==> src/rtl/core_bus_arbiter_pkg.sv <==
// Shared definitions for the core bus arbiter.
// Bus widths, size and response codes, request encoding.
package core_bus_arbiter_pkg;

    localparam int DATA_BUS = 64;
    localparam int ADDR_BUS = 64;

    localparam logic [1:0] SIZE_B = 2'b00;
    localparam logic [1:0] SIZE_H = 2'b01;
    localparam logic [1:0] SIZE_W = 2'b10;
    localparam logic [1:0] SIZE_D = 2'b11;

    localparam logic [1:0] RESP_OKAY = 2'b00;
    localparam logic [1:0] RESP_ERR  = 2'b10;

    localparam logic REQ_READ  = 1'b0;
    localparam logic REQ_WRITE = 1'b1;

endpackage

==> src/rtl/core_bus_arbiter.sv <==
// Two-master (fetch, data) to one-slave core bus arbiter.
// Optional watchdog: define CORE_BUS_ARB_TIMEOUT_EN.
module core_bus_arbiter
    import core_bus_arbiter_pkg::*;
#(
    parameter int DATA_W         = DATA_BUS,
    parameter int ADDR_W         = ADDR_BUS,
    parameter int TIMEOUT_CYCLES = 255
) (
    input  logic              clk,
    input  logic              rst,
    input  logic              if_valid_i,
    input  logic [ADDR_W-1:0] if_addr_i,
    input  logic [1:0]        if_size_i,
    output logic              if_ready_o,
    output logic [DATA_W-1:0] if_data_read_o,
    output logic [1:0]        if_resp_o,
    input  logic              mem_valid_i,
    input  logic              mem_req_i,
    input  logic [ADDR_W-1:0] mem_addr_i,
    input  logic [1:0]        mem_size_i,
    input  logic [DATA_W-1:0] mem_data_write_i,
    output logic              mem_ready_o,
    output logic [DATA_W-1:0] mem_data_read_o,
    output logic [1:0]        mem_resp_o,
    output logic              bus_valid_o,
    output logic              bus_req_o,
    output logic [ADDR_W-1:0] bus_addr_o,
    output logic [1:0]        bus_size_o,
    output logic [DATA_W-1:0] bus_data_write_o,
    input  logic              bus_ready_i,
    input  logic [DATA_W-1:0] bus_data_read_i,
    input  logic [1:0]        bus_resp_i
);

    typedef enum logic [1:0] {
        IDLE    = 2'd0,
        GNT_IF  = 2'd1,
        GNT_MEM = 2'd2
    } state_e;

    state_e state;
    state_e state_nx;
    logic   ld_if;
    logic   ld_mem;
    logic   drop;
    logic   timeout;

`ifdef CORE_BUS_ARB_TIMEOUT_EN
    localparam int CNT_W = $clog2(TIMEOUT_CYCLES + 1);

    logic [CNT_W-1:0] wd_cnt;
    logic             granted;

    assign granted = (state != IDLE);
    assign timeout = granted && !bus_ready_i
                  && (wd_cnt == CNT_W'(TIMEOUT_CYCLES));

    // Watchdog: count stalled granted cycles, restart per grant.
    always_ff @(posedge clk or negedge rst) begin
        if (!rst) begin
            wd_cnt <= '0;
        end else if (ld_if || ld_mem) begin
            wd_cnt <= '0;
        end else if (granted && !bus_ready_i && !timeout) begin
            wd_cnt <= wd_cnt + 1'b1;
        end
    end
`else
    // No watchdog in this build; a grant waits forever.
    assign timeout = (TIMEOUT_CYCLES < 0);
`endif

    // State register.
    always_ff @(posedge clk or negedge rst) begin
        if (!rst) begin
            state <= IDLE;
        end else begin
            state <= state_nx;
        end
    end

    // Arbitration: MEM first from idle, completed master excluded.
    always_comb begin
        state_nx = state;
        ld_if    = 1'b0;
        ld_mem   = 1'b0;
        drop     = 1'b0;
        unique case (state)
            IDLE: begin
                if (mem_valid_i) begin
                    state_nx = GNT_MEM;
                    ld_mem   = 1'b1;
                end else if (if_valid_i) begin
                    state_nx = GNT_IF;
                    ld_if    = 1'b1;
                end
            end
            GNT_MEM: begin
                if (bus_ready_i && if_valid_i) begin
                    state_nx = GNT_IF;
                    ld_if    = 1'b1;
                end else if (bus_ready_i || timeout) begin
                    state_nx = IDLE;
                    drop     = 1'b1;
                end
            end
            GNT_IF: begin
                if (bus_ready_i && mem_valid_i) begin
                    state_nx = GNT_MEM;
                    ld_mem   = 1'b1;
                end else if (bus_ready_i || timeout) begin
                    state_nx = IDLE;
                    drop     = 1'b1;
                end
            end
            default: begin
                state_nx = IDLE;
            end
        endcase
    end

    // Capture the winner's request fields on the grant edge.
    always_ff @(posedge clk or negedge rst) begin
        if (!rst) begin
            bus_valid_o      <= 1'b0;
            bus_req_o        <= 1'b0;
            bus_addr_o       <= '0;
            bus_size_o       <= 2'b00;
            bus_data_write_o <= '0;
        end else if (ld_mem) begin
            bus_valid_o      <= 1'b1;
            bus_req_o        <= mem_req_i;
            bus_addr_o       <= mem_addr_i;
            bus_size_o       <= mem_size_i;
            bus_data_write_o <= mem_data_write_i;
        end else if (ld_if) begin
            bus_valid_o      <= 1'b1;
            bus_req_o        <= REQ_READ;
            bus_addr_o       <= if_addr_i;
            bus_size_o       <= if_size_i;
            bus_data_write_o <= '0;
        end else if (drop) begin
            bus_valid_o      <= 1'b0;
        end
    end

    // Route the downstream return to the granted master only.
    always_comb begin
        if_ready_o      = 1'b0;
        if_data_read_o  = '0;
        if_resp_o       = RESP_OKAY;
        mem_ready_o     = 1'b0;
        mem_data_read_o = '0;
        mem_resp_o      = RESP_OKAY;
        unique case (state)
            GNT_IF: begin
                if_ready_o     = bus_ready_i | timeout;
                if_data_read_o = timeout ? '0 : bus_data_read_i;
                if_resp_o      = timeout ? RESP_ERR : bus_resp_i;
            end
            GNT_MEM: begin
                mem_ready_o     = bus_ready_i | timeout;
                mem_data_read_o = timeout ? '0 : bus_data_read_i;
                mem_resp_o      = timeout ? RESP_ERR : bus_resp_i;
            end
            default: begin
            end
        endcase
    end

endmodule

==> config.mk <==
export PLATFORM = sky130hd
export DESIGN_NAME = core_bus_arbiter
export DESIGN_NICKNAME = d
export VERILOG_FILES = /design/src/rtl/core_bus_arbiter_pkg.sv /design/src/rtl/core_bus_arbiter.sv
export SDC_FILE = /design/constraint.sdc
export NUM_CORES = 1
export LEC_CHECK = 0
export BUFFER_PORTS_ARGS = -buffer_cell sky130_fd_sc_hd__buf_2
export CAP_MARGIN = 20
export CORE_AREA = 4 4 205 207
export DETAILED_ROUTE_END_ITERATION = 12
export DIE_AREA = 0 0 209 211
export SLEW_MARGIN = 10
export SYNTH_ARGS = -nofsm -noshare
export SYNTH_HDL_FRONTEND = slang
export SYNTH_SLANG_ARGS = --single-unit
==> constraint.sdc <==
create_clock -name clk -period 3.81 [get_ports clk]
set_input_delay 0.5715 -clock clk [delete_from_list [all_inputs] [get_ports clk]]
set_output_delay 0.5715 -clock clk [all_outputs]
set_load 0.005 [all_outputs]
* Word-level counts from Yosys, hierarchy flattened
Cells that the tools add are included.
Storage, ports and cells: flip-flop bits (word level) 134, latch bits 0, bits in writable memories 0, ROM bits 0, input port bits 268, output and inout bits 266, logic and storage cells 48, memories 0
Cells by class: add/subtract/negate cells 0, $mul 0, div/mod/pow operators 0, $lt $le $gt $ge 0, equal/unequal tests 3, shifts and indexed selects 0, muxes and demuxes 34, bitwise gates (word level) 0, reduce and logical (&&, ||, !) cells 5
Operators with widths (number):
- 2-to-1 mux 64 bit | 6
- 2-to-1 mux 2 bit | 9
- 2-to-1 mux 1 bit | 15
- case mux 1 bit (2 select lines) | 3
- case mux 2 bit (3 select lines) | 1
- != test 3 bit (second input constant) | 1
- nonzero test 3 bit | 1
- == test 2 x 1 -> 1 bit (second input constant) | 1
- == test 2 bit (second input constant) | 1
- logical AND 1 bit | 2
- logical NOT 2 bit | 1
- nonzero test 2 bit | 1

* Logic depth before layout (Yosys ltp)
word-level depth 6, gate-level depth with buffers 8, mapped depth without buffers 6

* Worst setup path before layout
No wires, ideal clock.
kind reg2out, start reg state[1], end out if_data_read_o[34], arrival 1346 ps, required time 3239 ps, setup slack 1893 ps, stages on the path, launching flop included 6, buffers on the path 2, cells stage by stage dfrtp_1 -> inv_1 -> ha_1 -> clkbuf_1 -> clkbuf_1 -> and2_1
On the way: word-level cells in the longest chain between the ends 2
Ends and longest elaborated chain:
- from (decl) | RTL line core_bus_arbiter.sv:42 | state_e state;
- from (signal assigned) | RTL line core_bus_arbiter.sv:79 | state <= state_nx;
- == test 2 x 1 -> 1 bit | RTL line core_bus_arbiter.sv:156 | unique case (state)
- 2-to-1 mux 64 bit | RTL line core_bus_arbiter.sv:156
- to (decl) | RTL line core_bus_arbiter.sv:16 | output logic [DATA_W-1:0] if_data_read_o,
Every way passes these cells.

* Final worst setup path
start reg state[1], end reg bus_addr_o[26]
On the way: word-level cells in the longest chain between the ends 3, elaborated cells on any way between the ends 7, classes of those cells 2 x eq/ne; 3 x mux; 2 x reduce/logical
Ends and longest elaborated chain:
- == test 2 x 1 -> 1 bit, or another cell as far along | RTL line core_bus_arbiter.sv:89 | unique case (state)
- case mux 1 bit (2 select lines) | RTL line core_bus_arbiter.sv:89
- 2-to-1 mux 64 bit or nonzero test 2 bit (tied branches)
- to (signal assigned) | RTL line core_bus_arbiter.sv:134 | bus_addr_o <= mem_addr_i;
- to (signal assigned) | RTL line core_bus_arbiter.sv:140 | bus_addr_o <= if_addr_i;
- to (decl) | RTL line core_bus_arbiter.sv:28 | output logic [ADDR_W-1:0] bus_addr_o,
Parallel ways exist; a longest one is shown, timed or not. A chain may end at the register's enable or synchronous reset.

==> flow_summary.yaml <==
worst_setup_path:
  slowest_delay_ns: 0.58
  path_buf_inv: 3
  critPathMaxFanout: 197
  cp.arrival_ns: 2.98
  cp.required_ns: 4.09
  crit_path_top_delay_cell: "buf_12"
  critPathLaunchType: "flop"
  critical-path-top-delay-family: "buffers and inverters"
  end_kind: "flop"
  crit_type: "reg -> reg"
  path_cells: "inv_1, ha_1, buf_4, nand2_1, a21oi_4, buf_12, o21ai_0"
clock_tree:
  path_clk_slew_ns: 0.07
  htree_levels: 4
  post_cts_resized: 0
  cts_setup_buffers: 0
  cts_tree: "built"
  cts_root_buffer: "clkbuf_16"
  clock_sinks: 134
  numCtsBuffers: 17
  cts_hold_buf: 0
  clk_latency_ns: 0.43
  cts_buffer_depth: 2
routing:
  vias: 6448
  drt-total-wl_um: 26200
  initialDrtViolationCount: 419
  drt_first_pass_iters: 4
  drc: 0
  antenna_left: 0
  routedWlPerCell_um: 15.7
  vias_per_cell: 3.88
sta:
  rsz0062_at_grt: "no"
  hold_violations: 0
  max_slew.worst_pin.slew_ns: 0.831
  period_share_pct: 70.8
  finClkSkew_ns: 0.00997
  max_slew_margin_pct: 44.6
  period_needed_ns: 2.70
  setup_viol: 0
  final-max-slew-violation-count: 0
  timing.final.ws_setup_ns: 1.11
  tns_ns: 0
  fmaxAchievable_mhz: 371
power:
  power.density_mw_per_mm2: 733
  power_mw: 7.55
  cellLeakagePower_nw: 5.88
  ir_drop_mv: 0.363
floorplan:
  die_x_um: 209
  die_h_um: 211
  die_area_mm2: 0.0441
  initial_core_util_pct: 16.0
  design.core.area_mm2: 0.0404
  io-pin-count: 534
  rows: 74
place:
  portBuffers: 533
  place_congestion: 0.936
  dpl.cell_count: 1634
  place_ws_ns: 1.16
  dp_hpwl_um: 20400
synth:
  seq_area_frac_synth_pct: 51.8
  async_flop_share_pct: 100
  synth_edf_count: 0
  synth_flop_cell: "dfrtp_1"
  syn_nets: 885
  avgSynthCellArea_um2: 10.6
  synth_cell_type_count: 23
  synth_seq_cells: 134
  yosysWarnings: 0
  syn_inst: 611
  synth_area_mm2: 0.00648
global_route:
  grt_usage_pct: 11.3
  grt_overflow: 0
  grt_max_degree: 198
  grt_pass1_vias: 6499
  antenna_found_initial: 1
  grt_pass1_wl_um: 38900
run:
  cap_violations: 0
min_path:
  hp-class: "in -> async"
final_layout:
  nets: 1395
  num_antenna_cells: 0
  fin_cells: 1664
  fillCellCount: 4385
  syn2layout_area_growth_pct: 59.1
  drive_gt1_share_pct: 50.7
status:
  outcome: "completed"
==> cells in the final DEF (no fill, tap or decap) <==
master,instances
a21oi_1,1
a21oi_4,1
a22o_1,65
a22oi_1,1
and2_1,132
and2_4,1
and3_1,1
buf_12,4
buf_2,532
buf_4,3
buf_6,1
bufinv_16,5
clkbuf_16,17
clkinv_2,3
clkinv_4,2
clkinvlp_4,2
dfrtp_1,134
ha_1,6
inv_1,5
inv_6,1
mux2i_1,66
nand2_1,69
nor2_1,3
nor2b_1,1
nor2b_4,1
nor3_1,2
o21ai_0,31
o21ai_1,39
o21ai_4,1
o31ai_1,2
==> routing by layer <==
layer,part of all wire (%),GRT usage (%)
met4,1.1,2.88
met1,43,14.8
met5,0.053,0
met3,8.5,4.20
met2,48,17.6
==> final timing paths <==
check                           slack [ns]  cells past startpoint                        startpoint                               end
worst max-delay path                  1.11                      7              state[1]$_DFFE_PN0P_        bus_addr_o[26]$_DFFE_PN0P_
max in group asynchronous             2.86                      2                               rst  bus_data_write_o[55]$_DFFE_PN0P_
worst min register to register        0.49                      1  bus_data_write_o[38]$_DFFE_PN0P_  bus_data_write_o[38]$_DFFE_PN0P_
min in group clk                      0.34                      3                    mem_addr_i[42]        bus_addr_o[42]$_DFFE_PN0P_
worst min-delay path                  0.11                      1                               rst  bus_data_write_o[28]$_DFFE_PN0P_
worst max register to register        1.11                      7              state[1]$_DFFE_PN0P_        bus_addr_o[26]$_DFFE_PN0P_
==> metrics by stage <==
stage / instance area [um2] / hold WS (ns) / utilization, %
3_3_place_gp: 9670 / 0.477 / 24.0
6_report: 10300 / 0.108 / 25.5
2_1_floorplan: 6480 / 0.276 / -
5_1_grt: 10300 / 0.114 / 25.5
4_1_cts: 10300 / 0.0889 / 25.5
3_5_place_dp: 9670 / 0.479 / 24.0
==> worst register-to-register path: stages (launching register included) <==
cell	delay (ns)
dfrtp_1	0.43
inv_1	0.13
ha_1	0.18
buf_4	0.43
nand2_1	0.21
a21oi_4	0.22
buf_12	0.58
o21ai_0	0.37
==> cell families (layout without fill, tap and decap cells) <==
| logic type | count (synthesis) | in the layout | share of synthesized area, % |
|---|---|---|---|
| adders and majority gates | 6 | 6 | 1.16 |
| and+or+nand+nor | 210 | 210 | 17.5 |
| muxes | 66 | 66 | 10.2 |
| AOI/OAI and AO/OA | 141 | 141 | 15.0 |
| buffers and inverters | 54 | 575 | 4.35 |
| DFF | 134 | 134 | 51.8 |
==> report_power, final <==
part | internal [mW] | switching, mW | leakage, nW
clock network | 1.15 | 0.669 | 0.305
registers | 2.07 | 0.356 | 1.68
logic | 1.59 | 1.72 | 3.90
total | 4.81 | 2.74 | 5.88
==> cell type report <==
type / instances / area [um2] / share of cell area, %
clock buffer: 17 / 425 / 4.13
clock inverter: 13 / 206 / 2.00
inverter: 5 / 18.8 / 0.182
multi-input combinational: 423 / 2860 / 27.7
sequential: 134 / 3350 / 32.5
tap: 532 / 666 / 6.46
timing repair buffer: 540 / 2780 / 26.9
==> Yosys cell counts, types with 2 or more instances <==
cell type	number	area, um2
o31ai_1	2	15.0
ha_1	6	75.1
buf_2	18	90.1
clkbuf_1	21	78.8
inv_1	5	18.8
a22o_1	65	569
nor3_1	2	10.0
mux2i_1	66	661
dfrtp_1	134	3350
buf_6	5	56.3
nor2_1	3	11.3
o21ai_0	31	155
buf_4	5	37.5
nand2_1	69	259
nor2b_1	2	12.5
o21ai_1	39	195
and2_1	132	826
==> registers in the layout, summed over array words and instances (netlist names) <==
signal / cells
bus_addr_o: 64
bus_data_write_o: 64
bus_size_o: 2
state: 2
bus_req_o: 1
bus_valid_o: 1
No activity file was read; power rests on OpenSTA's default activity.
